===== config.mk =====
export PLATFORM = sky130hd
export DESIGN_NAME = upc_loop_event_recorder_flat
export DESIGN_NICKNAME = d
export VERILOG_FILES = /design/src/rtl/upc_loop_event_recorder_if.sv /design/src/rtl/upc_loop_event_recorder.sv /design/src/flat_wrapper.sv
export SDC_FILE = /design/constraint.sdc
export NUM_CORES = 1
export LEC_CHECK = 0
export CAP_MARGIN = 10
export CORE_ASPECT_RATIO = 2
export CORE_MARGIN = 4
export CORE_UTILIZATION = 44
export DETAILED_ROUTE_END_ITERATION = 8
export PLACE_DENSITY_LB_ADDON = 0.1
export SLEW_MARGIN = 20
export SYNTH_ARGS = -nofsm -noshare
export SYNTH_HDL_FRONTEND = slang
export SYNTH_SLANG_ARGS = --single-unit

===== constraint.sdc =====
create_clock -name clock -period 43.2 [get_ports clock]
set_clock_uncertainty 0.1 [all_clocks]
set_input_delay 8.64 -clock clock [delete_from_list [all_inputs] [get_ports clock]]
set_output_delay 8.64 -clock clock [all_outputs]
set_load 0.1 [all_outputs]

===== src/rtl/upc_loop_event_recorder_if.sv =====
`default_nettype none
// ============================================================================
// Module      : upc_loop_event_recorder_if
// Description : Record drain port (valid/ready plus record fields).
// Revision    : 1.0
// ============================================================================
interface upc_loop_event_recorder_if #(
  parameter int TS_W  = 32,
  parameter int CNT_W = 16
);
  logic             rec_valid;
  logic             rec_ready;
  logic [TS_W-1:0]  rec_start_ts;
  logic [TS_W-1:0]  rec_end_ts;
  logic [CNT_W-1:0] rec_iter_cnt;
  logic [CNT_W-1:0] rec_ii_max;
  logic             rec_aborted;

  modport master (
    output rec_valid, rec_start_ts, rec_end_ts, rec_iter_cnt, rec_ii_max, rec_aborted,
    input  rec_ready
  );

  modport slave (
    input  rec_valid, rec_start_ts, rec_end_ts, rec_iter_cnt, rec_ii_max, rec_aborted,
    output rec_ready
  );
endinterface
`default_nettype wire


===== src/rtl/upc_loop_event_recorder.sv =====
`default_nettype none
// ============================================================================
// Module      : upc_loop_event_recorder
// Description : Compresses each pipelined-loop execution into one record
//               (timestamps, iteration count, worst II, abort) behind a FIFO.
// Revision    : 1.0
// ============================================================================
module upc_loop_event_recorder #(
  parameter int TS_W       = 32,
  parameter int CNT_W      = 16,
  parameter int FIFO_DEPTH = 4
) (
  input  wire                       clock,
  input  wire                       reset,
  input  wire                       loop_start,
  input  wire                       loop_done,
  input  wire                       iter_start,
  input  wire                       finish,
  upc_loop_event_recorder_if.master rec,
  output logic [CNT_W-1:0]          drop_cnt,
  output logic                      busy
);

  localparam int               c_ptr_w   = $clog2(FIFO_DEPTH);
  localparam logic [CNT_W-1:0] c_cnt_max = '1;
  localparam logic [c_ptr_w:0] c_depth   = (c_ptr_w+1)'(FIFO_DEPTH);

  typedef struct packed {
    logic [TS_W-1:0]  start_ts;
    logic [TS_W-1:0]  end_ts;
    logic [CNT_W-1:0] iter_cnt;
    logic [CNT_W-1:0] ii_max;
    logic             aborted;
  } rec_t;

  typedef enum logic [0:0] {S_IDLE = 1'b0, S_RUN = 1'b1} state_t;

  state_t           r_state, w_state_nxt;
  logic [TS_W-1:0]  r_ts;
  logic [TS_W-1:0]  r_start_ts, w_start_nxt;
  logic [TS_W-1:0]  r_last_ts, w_last_nxt, w_last_upd;
  logic [CNT_W-1:0] r_iter_cnt, w_cnt_nxt, w_cnt_upd, w_cnt_inc;
  logic [CNT_W-1:0] r_ii_max, w_ii_nxt, w_ii_upd, w_interval;
  logic [TS_W-1:0]  w_delta;
  logic             w_push;
  rec_t             w_rec;

  rec_t             r_mem [FIFO_DEPTH];
  logic [c_ptr_w-1:0] r_wptr, r_rptr;
  logic [c_ptr_w:0]   r_count;
  logic [CNT_W-1:0]   r_drop_cnt;
  logic             w_valid, w_pop, w_full, w_wr;
  rec_t             w_head;

  // Per-iteration bookkeeping, applied only while running
  assign w_cnt_inc  = (r_iter_cnt == c_cnt_max) ? r_iter_cnt : r_iter_cnt + CNT_W'(1);
  assign w_delta    = r_ts - r_last_ts;
  assign w_interval = (w_delta > TS_W'(c_cnt_max)) ? c_cnt_max : w_delta[CNT_W-1:0];
  assign w_cnt_upd  = iter_start ? w_cnt_inc : r_iter_cnt;
  assign w_ii_upd   = (iter_start && (r_iter_cnt != '0) && (w_interval > r_ii_max))
                      ? w_interval : r_ii_max;
  assign w_last_upd = iter_start ? r_ts : r_last_ts;

  always_comb begin
    w_state_nxt      = r_state;
    w_start_nxt      = r_start_ts;
    w_cnt_nxt        = r_iter_cnt;
    w_ii_nxt         = r_ii_max;
    w_last_nxt       = r_last_ts;
    w_push           = 1'b0;
    w_rec.start_ts   = r_start_ts;
    w_rec.end_ts     = r_ts;
    w_rec.iter_cnt   = w_cnt_upd;
    w_rec.ii_max     = w_ii_upd;
    w_rec.aborted    = 1'b0;
    case (r_state)
      S_IDLE: begin
        if (loop_start && !finish) begin
          w_state_nxt = S_RUN;
          w_start_nxt = r_ts;
          w_cnt_nxt   = iter_start ? CNT_W'(1) : '0;
          w_ii_nxt    = '0;
          w_last_nxt  = r_ts;
        end
      end
      S_RUN: begin
        w_cnt_nxt  = w_cnt_upd;
        w_ii_nxt   = w_ii_upd;
        w_last_nxt = w_last_upd;
        if (loop_done) begin
          w_push = 1'b1;
          // ap_start still high: next transaction opens on the following cycle
          if (loop_start) begin
            w_start_nxt = r_ts + TS_W'(1);
            w_cnt_nxt   = '0;
            w_ii_nxt    = '0;
          end else begin
            w_state_nxt = S_IDLE;
          end
        end else if (finish) begin
          w_push        = 1'b1;
          w_rec.aborted = 1'b1;
          w_state_nxt   = S_IDLE;
        end
      end
      default: w_state_nxt = S_IDLE;
    endcase
  end

  always_ff @(posedge clock or posedge reset) begin
    if (reset) begin
      r_state <= S_IDLE;
    end else begin
      r_state <= w_state_nxt;
    end
  end

  always_ff @(posedge clock or posedge reset) begin
    if (reset) begin
      r_ts       <= '0;
      r_start_ts <= '0;
      r_last_ts  <= '0;
      r_iter_cnt <= '0;
      r_ii_max   <= '0;
    end else begin
      r_ts       <= r_ts + TS_W'(1);
      r_start_ts <= w_start_nxt;
      r_last_ts  <= w_last_nxt;
      r_iter_cnt <= w_cnt_nxt;
      r_ii_max   <= w_ii_nxt;
    end
  end

  // Record FIFO: a push into a full FIFO survives only if the head leaves this cycle
  assign w_valid = (r_count != '0);
  assign w_full  = (r_count == c_depth);
  assign w_pop   = w_valid && rec.rec_ready;
  assign w_wr    = w_push && (!w_full || w_pop);
  assign w_head  = r_mem[r_rptr];

  always_ff @(posedge clock or posedge reset) begin
    if (reset) begin
      for (int i = 0; i < FIFO_DEPTH; i++) begin
        r_mem[i] <= '0;
      end
      r_wptr     <= '0;
      r_rptr     <= '0;
      r_count    <= '0;
      r_drop_cnt <= '0;
    end else begin
      if (w_wr) begin
        r_mem[r_wptr] <= w_rec;
        r_wptr        <= r_wptr + c_ptr_w'(1);
      end
      if (w_pop) begin
        r_rptr <= r_rptr + c_ptr_w'(1);
      end
      if (w_wr && !w_pop) begin
        r_count <= r_count + (c_ptr_w+1)'(1);
      end else if (!w_wr && w_pop) begin
        r_count <= r_count - (c_ptr_w+1)'(1);
      end
      if (w_push && !w_wr && (r_drop_cnt != c_cnt_max)) begin
        r_drop_cnt <= r_drop_cnt + CNT_W'(1);
      end
    end
  end

  assign rec.rec_valid    = w_valid;
  assign rec.rec_start_ts = w_head.start_ts;
  assign rec.rec_end_ts   = w_head.end_ts;
  assign rec.rec_iter_cnt = w_head.iter_cnt;
  assign rec.rec_ii_max   = w_head.ii_max;
  assign rec.rec_aborted  = w_head.aborted;
  assign drop_cnt         = r_drop_cnt;
  assign busy             = (r_state == S_RUN);

endmodule
`default_nettype wire


===== src/flat_wrapper.sv =====
// flat-port wrapper written by rule: the top's interface ports become plain ports
module upc_loop_event_recorder_flat 
#(
  parameter int TS_W       = 32,
  parameter int CNT_W      = 16,
  parameter int FIFO_DEPTH = 4
)
  (clock, reset, loop_start, loop_done, iter_start, finish, drop_cnt, busy, rec_rec_valid, rec_rec_start_ts, rec_rec_end_ts, rec_rec_iter_cnt, rec_rec_ii_max, rec_rec_aborted, rec_rec_ready);
  upc_loop_event_recorder_if #(.TS_W(TS_W), .CNT_W(CNT_W)) rec_i ();
  input  wire clock;
  input  wire reset;
  input  wire loop_start;
  input  wire loop_done;
  input  wire iter_start;
  input  wire finish;
  output logic [CNT_W-1:0] drop_cnt;
  output logic busy;
  output wire logic [$bits(rec_i.rec_valid)-1:0] rec_rec_valid;
  output wire logic [$bits(rec_i.rec_start_ts)-1:0] rec_rec_start_ts;
  output wire logic [$bits(rec_i.rec_end_ts)-1:0] rec_rec_end_ts;
  output wire logic [$bits(rec_i.rec_iter_cnt)-1:0] rec_rec_iter_cnt;
  output wire logic [$bits(rec_i.rec_ii_max)-1:0] rec_rec_ii_max;
  output wire logic [$bits(rec_i.rec_aborted)-1:0] rec_rec_aborted;
  input wire logic [$bits(rec_i.rec_ready)-1:0] rec_rec_ready;
  assign rec_rec_valid = rec_i.rec_valid;
  assign rec_rec_start_ts = rec_i.rec_start_ts;
  assign rec_rec_end_ts = rec_i.rec_end_ts;
  assign rec_rec_iter_cnt = rec_i.rec_iter_cnt;
  assign rec_rec_ii_max = rec_i.rec_ii_max;
  assign rec_rec_aborted = rec_i.rec_aborted;
  assign rec_i.rec_ready = rec_rec_ready;
  upc_loop_event_recorder #(.TS_W(TS_W), .CNT_W(CNT_W), .FIFO_DEPTH(FIFO_DEPTH)) u_core (.clock(clock), .reset(reset), .loop_start(loop_start), .loop_done(loop_done), .iter_start(iter_start), .finish(finish), .rec(rec_i), .drop_cnt(drop_cnt), .busy(busy));
endmodule

## Word-level counts from Yosys, hierarchy flattened

Index checks and enable logic that the tools add are counted.
Widths: inputs -> output; s select.

| storage, ports and cells | value |
|---|---|
| bits of input ports | 7 |
| output and inout bits | 115 |
| logic and storage cells | 110 |
| bits in registers | 540 |

| cells by class | value |
|---|---|
| add/sub/neg operators | 8 |
| bitwise gates (word level) | 3 |
| eq/ne operators | 7 |
| reduce and logical (&&, ||, !) cells | 20 |
| muxes and demuxes | 37 |
| order comparisons | 5 |

Operators by type and width:

| kind | count |
|---|---|
| $bwmux 388 | 1 |
| $mux 97 | 3 |
| $bmux 97 s2 | 1 |
| $demux 97 s2 | 1 |
| $mux 16 | 10 |
| $mux 32 | 4 |
| $pmux 32 s2 | 2 |
| $pmux 16 s2 | 2 |
| $add 16x1->16 const B | 2 |
| $add 32x1->32 const B | 1 |
| $gt 32x16->1 const B | 1 |
| $sub 32x32->32 | 1 |
| $eq 16x16->1 const B | 1 |
| $gt 16x16->1 | 1 |
| $ne 16x16->1 const B | 1 |
| $reduce_bool 16->1 | 1 |
| $logic_and 1x1->1 | 10 |
| $mux 1 | 10 |
| $ge 3x3->1 const B | 2 |
| $mux 3 | 2 |
| $ne 2x2->1 const B | 3 |
| $not 2->3 | 2 |
| $add 2x1->2 const B | 2 |
| $logic_not 1->1 | 4 |
| other kinds (12) | 12 |

## Longest topological paths before layout

| depth | value |
|---|---|
| depth in word-level cells | 9 |
| mapped depth | 24 |
| gate-level depth less buffers | 22 |

## Worst setup path before layout

No wires, ideal clock.

| timing | value |
|---|---|
| path type | flip-flop to output port |
| from | register u_core.r_rptr[1] |
| to | output rec_rec_start_ts[10] |
| stages on the path, launching flop included | 5 |
| slack | 32.030 ns |
| arrival | 2.430 ns |
| data required time | 34.460 ns |
| cell sequence | dfrtp_1 clkbuf_1 buf_1 buf_1 mux4_2 |

| on the way | value |
|---|---|
| word-level cells in the longest chain between the ends | 4 |

RTL lines:

| what | RTL line | source |
|---|---|---|
| from (decl) | upc_loop_event_recorder.sv:49 | `logic [c_ptr_w-1:0] r_wptr, r_rptr;` |
| from (signal assigned) | upc_loop_event_recorder.sv:156 | `r_rptr <= r_rptr + c_ptr_w'(1);` |
| $not 2->3 (implied by the code) | upc_loop_event_recorder.sv:139 | `assign w_head = r_mem[r_rptr];` |
| $bmux 97 s2 | upc_loop_event_recorder.sv:139 |  |
| $mux 97 (implied by the code) (2 in a row) | upc_loop_event_recorder.sv:139 |  |
| to (decl) | flat_wrapper.sv:19 | `output wire logic [$bits(rec_i.rec_start_ts)-1:0] rec_rec_start_ts;` |

Every way passes these cells. The select of a mux whose other input is x is not followed.

## Worst setup path in the final report

| timing | value |
|---|---|
| from | register u_core.r_rptr[0] |
| to | output rec_rec_start_ts[31] |

Same word-level chain as after synthesis.

==> impl_metrics.ini <==
[yosys]
synth.avg_cell_area_sq_um = 9.61
yosysUniqueCellTypes = 80
postSynth.asyncResetShare_pct = 100
synth_edf_count = 0
yosys_most_used_dff = sky130_fd_sc_hd__dfrtp_1
synth.net_count = 2869
synth_sequential_area_ratio_pct = 50.2
yosysWarningCount = 0
synth_cells = 2804
synth-seq-cells = 540
syn_area_sq_mm = 0.0269

[floorplanning]
die_wd_um = 183
rows = 128
placeable_core_area_sq_mm = 0.0609
initial_core_util_pct = 44.3
fp.dieH_um = 358
ios = 122
floorplan.die_area_sq_mm = 0.0655

[detailed_routing]
via_count = 20300
drt-wirelength-per-cell_um = 21.2
drt_iter0_drc = 1278
drt_pre_antenna_iters = 7
detail_route.wirelength_mm = 77.2
avgViaCountPerCell = 5.57
ant_nets = 0
remaining_drc_errors = 0

[layout]
synth_to_final_area_change_pct = 13.1
num_antenna_cells = 0
final_nets = 2883
post_route_cells_drive_above_1_share_pct = 10.4

[clock_network]
tritoncts_clock_tree = yes
ctsResizeCount = 0
cts-htree-levels = 2
clock-root-buffer = sky130_fd_sc_hd__clkbuf_16
clkLatencyLatePin_ns = 0.60
cts_post_setup_buffers_inserted = 0
holdBufCountCts = 0
cts_inserted_buffers = 51
cts-root-to-sink-buffers = 3
clock-sinks = 540
clock_pin_slew_worst_setup_and_hold_paths_ns = 0.06

[placement]
gp_congestion = 0.859
place.port_buffers = 121
detailedPlacementHpwl_mm = 50.3
place_ws_ns = 30.89

[min_path]
kind_of_path_behind_the_tightest_hold_check = reg2reg
hold_depth = 2

[worst_setup_path]
crit_path_max_fanout = 58
critPathArrivalTime_ns = 4.17
critPathKind = reg2out
endpoint_class_of_the_critical_path = output port
worstPathRequired_ns = 34.46
cp-start-kind = flop
worst_r2r_path_depth = 19

[sta]
fmax_mhz = 77.5
timing.final.max_slew_violations = 0
final.min_clock_period_ns = 12.91
post-route-worst-setup-slack_ns = 30.29
max_slew_margin_pct = 25.0
tightest_slew_ns = 1.12
setup_viol = 0
timing.setup.tns_ns = 0
grt_setup_unrepaired = no
finalCritPeriodShare_pct = 29.9
final_hold_viol_count = 0

[global_route]
grt_usage_pct = 23.6
global_route_wire_length_before_repair_mm = 122
initial_antenna_violation_count = 0
largest_net_degree_at_the_start_of_global_routing = 185
globalRoute.totalOverflow = 0
grt_pass1_vias = 21000

[power]
total_leakage_power_nw = 14.5
pwr_density_cell_mw_per_mm2 = 56.0
vdd_ir_drop_max_uv = 40.8
fin_total_pwr_mw = 1.71

[run]
maxCapViolCount = 0

[outcome]
outcome = completed
-- through the flow --
stage	util, %	instances	hold WS, ns	instance area (sq um)
after global placement	47.1	3544	0.352	28700
after CTS	50.0	3637	0.373	30400
after detailed placement	47.1	3544	0.357	28700
after global routing	50.1	3638	0.387	30500
final	50.1	3638	0.371	30500
after floorplan	-	2804	0.340	26900
-- area by class of cell --
class | instances | area (sq um)
fillers | 5605 | 30400
flip-flops and latches | 540 | 13500
multi-input cells | 2009 | 12500
clock buffers | 75 | 1520
repair buffers | 149 | 1470
well taps | 780 | 976
inverters | 67 | 259
clock inverters | 18 | 251
-- critical path: stages, from the launching register on --
cell and delay [ns]:
sky130_fd_sc_hd__dfrtp_4 0.88, sky130_fd_sc_hd__buf_4 0.93, sky130_fd_sc_hd__mux4_2 0.62, sky130_fd_sc_hd__clkdlybuf4s50_1 1.04
-- worst paths after layout --
kind | from | to | slack, ns
max reg2reg | u_core.r_ts[26]$_DFF_PP0_ | u_core.r_ii_max[1]$_DFFE_PP0P_ | 35.64
min reg2reg | u_core.r_mem[61]$_DFFE_PP0P_ | u_core.r_mem[61]$_DFFE_PP0P_ | 0.37
max in group asynchronous | reset | u_core.drop_cnt[3]$_DFFE_PP0P_ | 32.39
min in group asynchronous | reset | u_core.r_mem[316]$_DFFE_PP0P_ | 8.43
min | u_core.r_mem[61]$_DFFE_PP0P_ | u_core.r_mem[61]$_DFFE_PP0P_ | 0.37
max | u_core.r_rptr[0]$_DFFE_PP0P_ | rec_rec_start_ts[31] | 30.29
-- cells by family after synthesis --
| family | share of synthesized area [%] |
|---|---|
| AOI/OAI and AO/OA | 9.24 |
| muxes | 9.64 |
| DFF | 50.2 |
| adders and majority gates | 2.75 |
| xor gates and xnor gates | 3.61 |
| buffers and inverters | 3.73 |
| and+or+nand+nor | 20.9 |
-- flip-flops by register name, indices dropped and copies added (netlist names) --
register,flops
u_core.r_ii_max,16
u_core.drop_cnt,16
u_core.r_rptr,2
u_core.r_iter_cnt,16
u_core.r_start_ts,32
u_core.r_wptr,2
u_core.r_count,3
u_core.r_ts,32
u_core.busy,1
u_core.r_last_ts,32
u_core.r_mem,388
-- metal layers --
layer	GRT usage, %	wire length [um]	up-vias	share of wire [%]
li1	-	-	9487	-
met1	28.1	29800	10100	39
met2	44.4	42000	530	54
met3	3.05	3230	117	4.2
met4	6.65	2160	0	2.8
met5	0	0	-	0
-- where the power goes --
part           switching, mW  internal (mW)  total, mW
logic                  0.426          0.173      0.599
clock network          0.202          0.274      0.476
registers             0.0574          0.574      0.632
total                  0.685           1.02       1.71
-- cells in the final DEF (no fill, tap or decap), types with 6 or more instances in the layout --
cell	instances
sky130_fd_sc_hd__nand2_1	1041
sky130_fd_sc_hd__dfrtp_1	538
sky130_fd_sc_hd__o21ai_0	156
sky130_fd_sc_hd__clkdlybuf4s50_1	121
sky130_fd_sc_hd__mux4_2	97
sky130_fd_sc_hd__nor2_1	66
sky130_fd_sc_hd__a21oi_1	65
sky130_fd_sc_hd__inv_1	64
sky130_fd_sc_hd__o31ai_1	63
sky130_fd_sc_hd__xor2_1	59
sky130_fd_sc_hd__ha_1	56
sky130_fd_sc_hd__xnor2_1	52
sky130_fd_sc_hd__clkbuf_16	51
sky130_fd_sc_hd__nand4_1	37
sky130_fd_sc_hd__nand3_1	33
sky130_fd_sc_hd__mux2_2	33
sky130_fd_sc_hd__and3_1	30
sky130_fd_sc_hd__buf_4	22
sky130_fd_sc_hd__a31oi_1	21
sky130_fd_sc_hd__clkbuf_8	15
sky130_fd_sc_hd__nor3_1	14
sky130_fd_sc_hd__and2_1	13
sky130_fd_sc_hd__or3_1	12
sky130_fd_sc_hd__o211ai_1	10
sky130_fd_sc_hd__nor4_4	10
sky130_fd_sc_hd__o21a_1	9
sky130_fd_sc_hd__and4_1	9
sky130_fd_sc_hd__clkbuf_1	9
sky130_fd_sc_hd__a21oi_2	8
sky130_fd_sc_hd__a21o_1	7
sky130_fd_sc_hd__nand2b_1	6
sky130_fd_sc_hd__nor4_2	6
sky130_fd_sc_hd__nor4_1	6
sky130_fd_sc_hd__clkinv_2	6
-- Yosys cell counts, types with 6 or more instances --
cell / count / share of area, %
sky130_fd_sc_hd__mux4_2: 97 / 8.1
sky130_fd_sc_hd__o21bai_1: 6 / 0.17
sky130_fd_sc_hd__o21ai_0: 156 / 2.9
sky130_fd_sc_hd__nand3_1: 33 / 0.61
sky130_fd_sc_hd__clkbuf_1: 143 / 2.0
sky130_fd_sc_hd__a21oi_2: 8 / 0.26
sky130_fd_sc_hd__ha_1: 56 / 2.6
sky130_fd_sc_hd__inv_1: 65 / 0.91
sky130_fd_sc_hd__buf_2: 6 / 0.11
sky130_fd_sc_hd__xor2_1: 59 / 1.9
sky130_fd_sc_hd__nand2_1: 1045 / 15
sky130_fd_sc_hd__and2_1: 17 / 0.39
sky130_fd_sc_hd__xnor2_1: 52 / 1.7
sky130_fd_sc_hd__nand4_1: 37 / 0.86
sky130_fd_sc_hd__or3_1: 12 / 0.28
sky130_fd_sc_hd__nor4_2: 6 / 0.28
sky130_fd_sc_hd__dfrtp_1: 540 / 50
sky130_fd_sc_hd__and4_1: 9 / 0.29
sky130_fd_sc_hd__nor2_1: 67 / 0.93
sky130_fd_sc_hd__o21a_1: 9 / 0.25
sky130_fd_sc_hd__nor4_1: 6 / 0.14
sky130_fd_sc_hd__a21o_1: 7 / 0.20
sky130_fd_sc_hd__o31ai_1: 63 / 1.8
sky130_fd_sc_hd__and3_1: 30 / 0.70
sky130_fd_sc_hd__mux2_2: 33 / 1.4
sky130_fd_sc_hd__nor4_4: 10 / 0.79
sky130_fd_sc_hd__nand2b_1: 7 / 0.16
sky130_fd_sc_hd__o211ai_1: 10 / 0.28
sky130_fd_sc_hd__buf_1: 31 / 0.43
sky130_fd_sc_hd__nor3_1: 14 / 0.26
sky130_fd_sc_hd__a31oi_1: 22 / 0.51
sky130_fd_sc_hd__a21oi_1: 65 / 1.2
No activity file was read; power rests on OpenSTA's default activity.
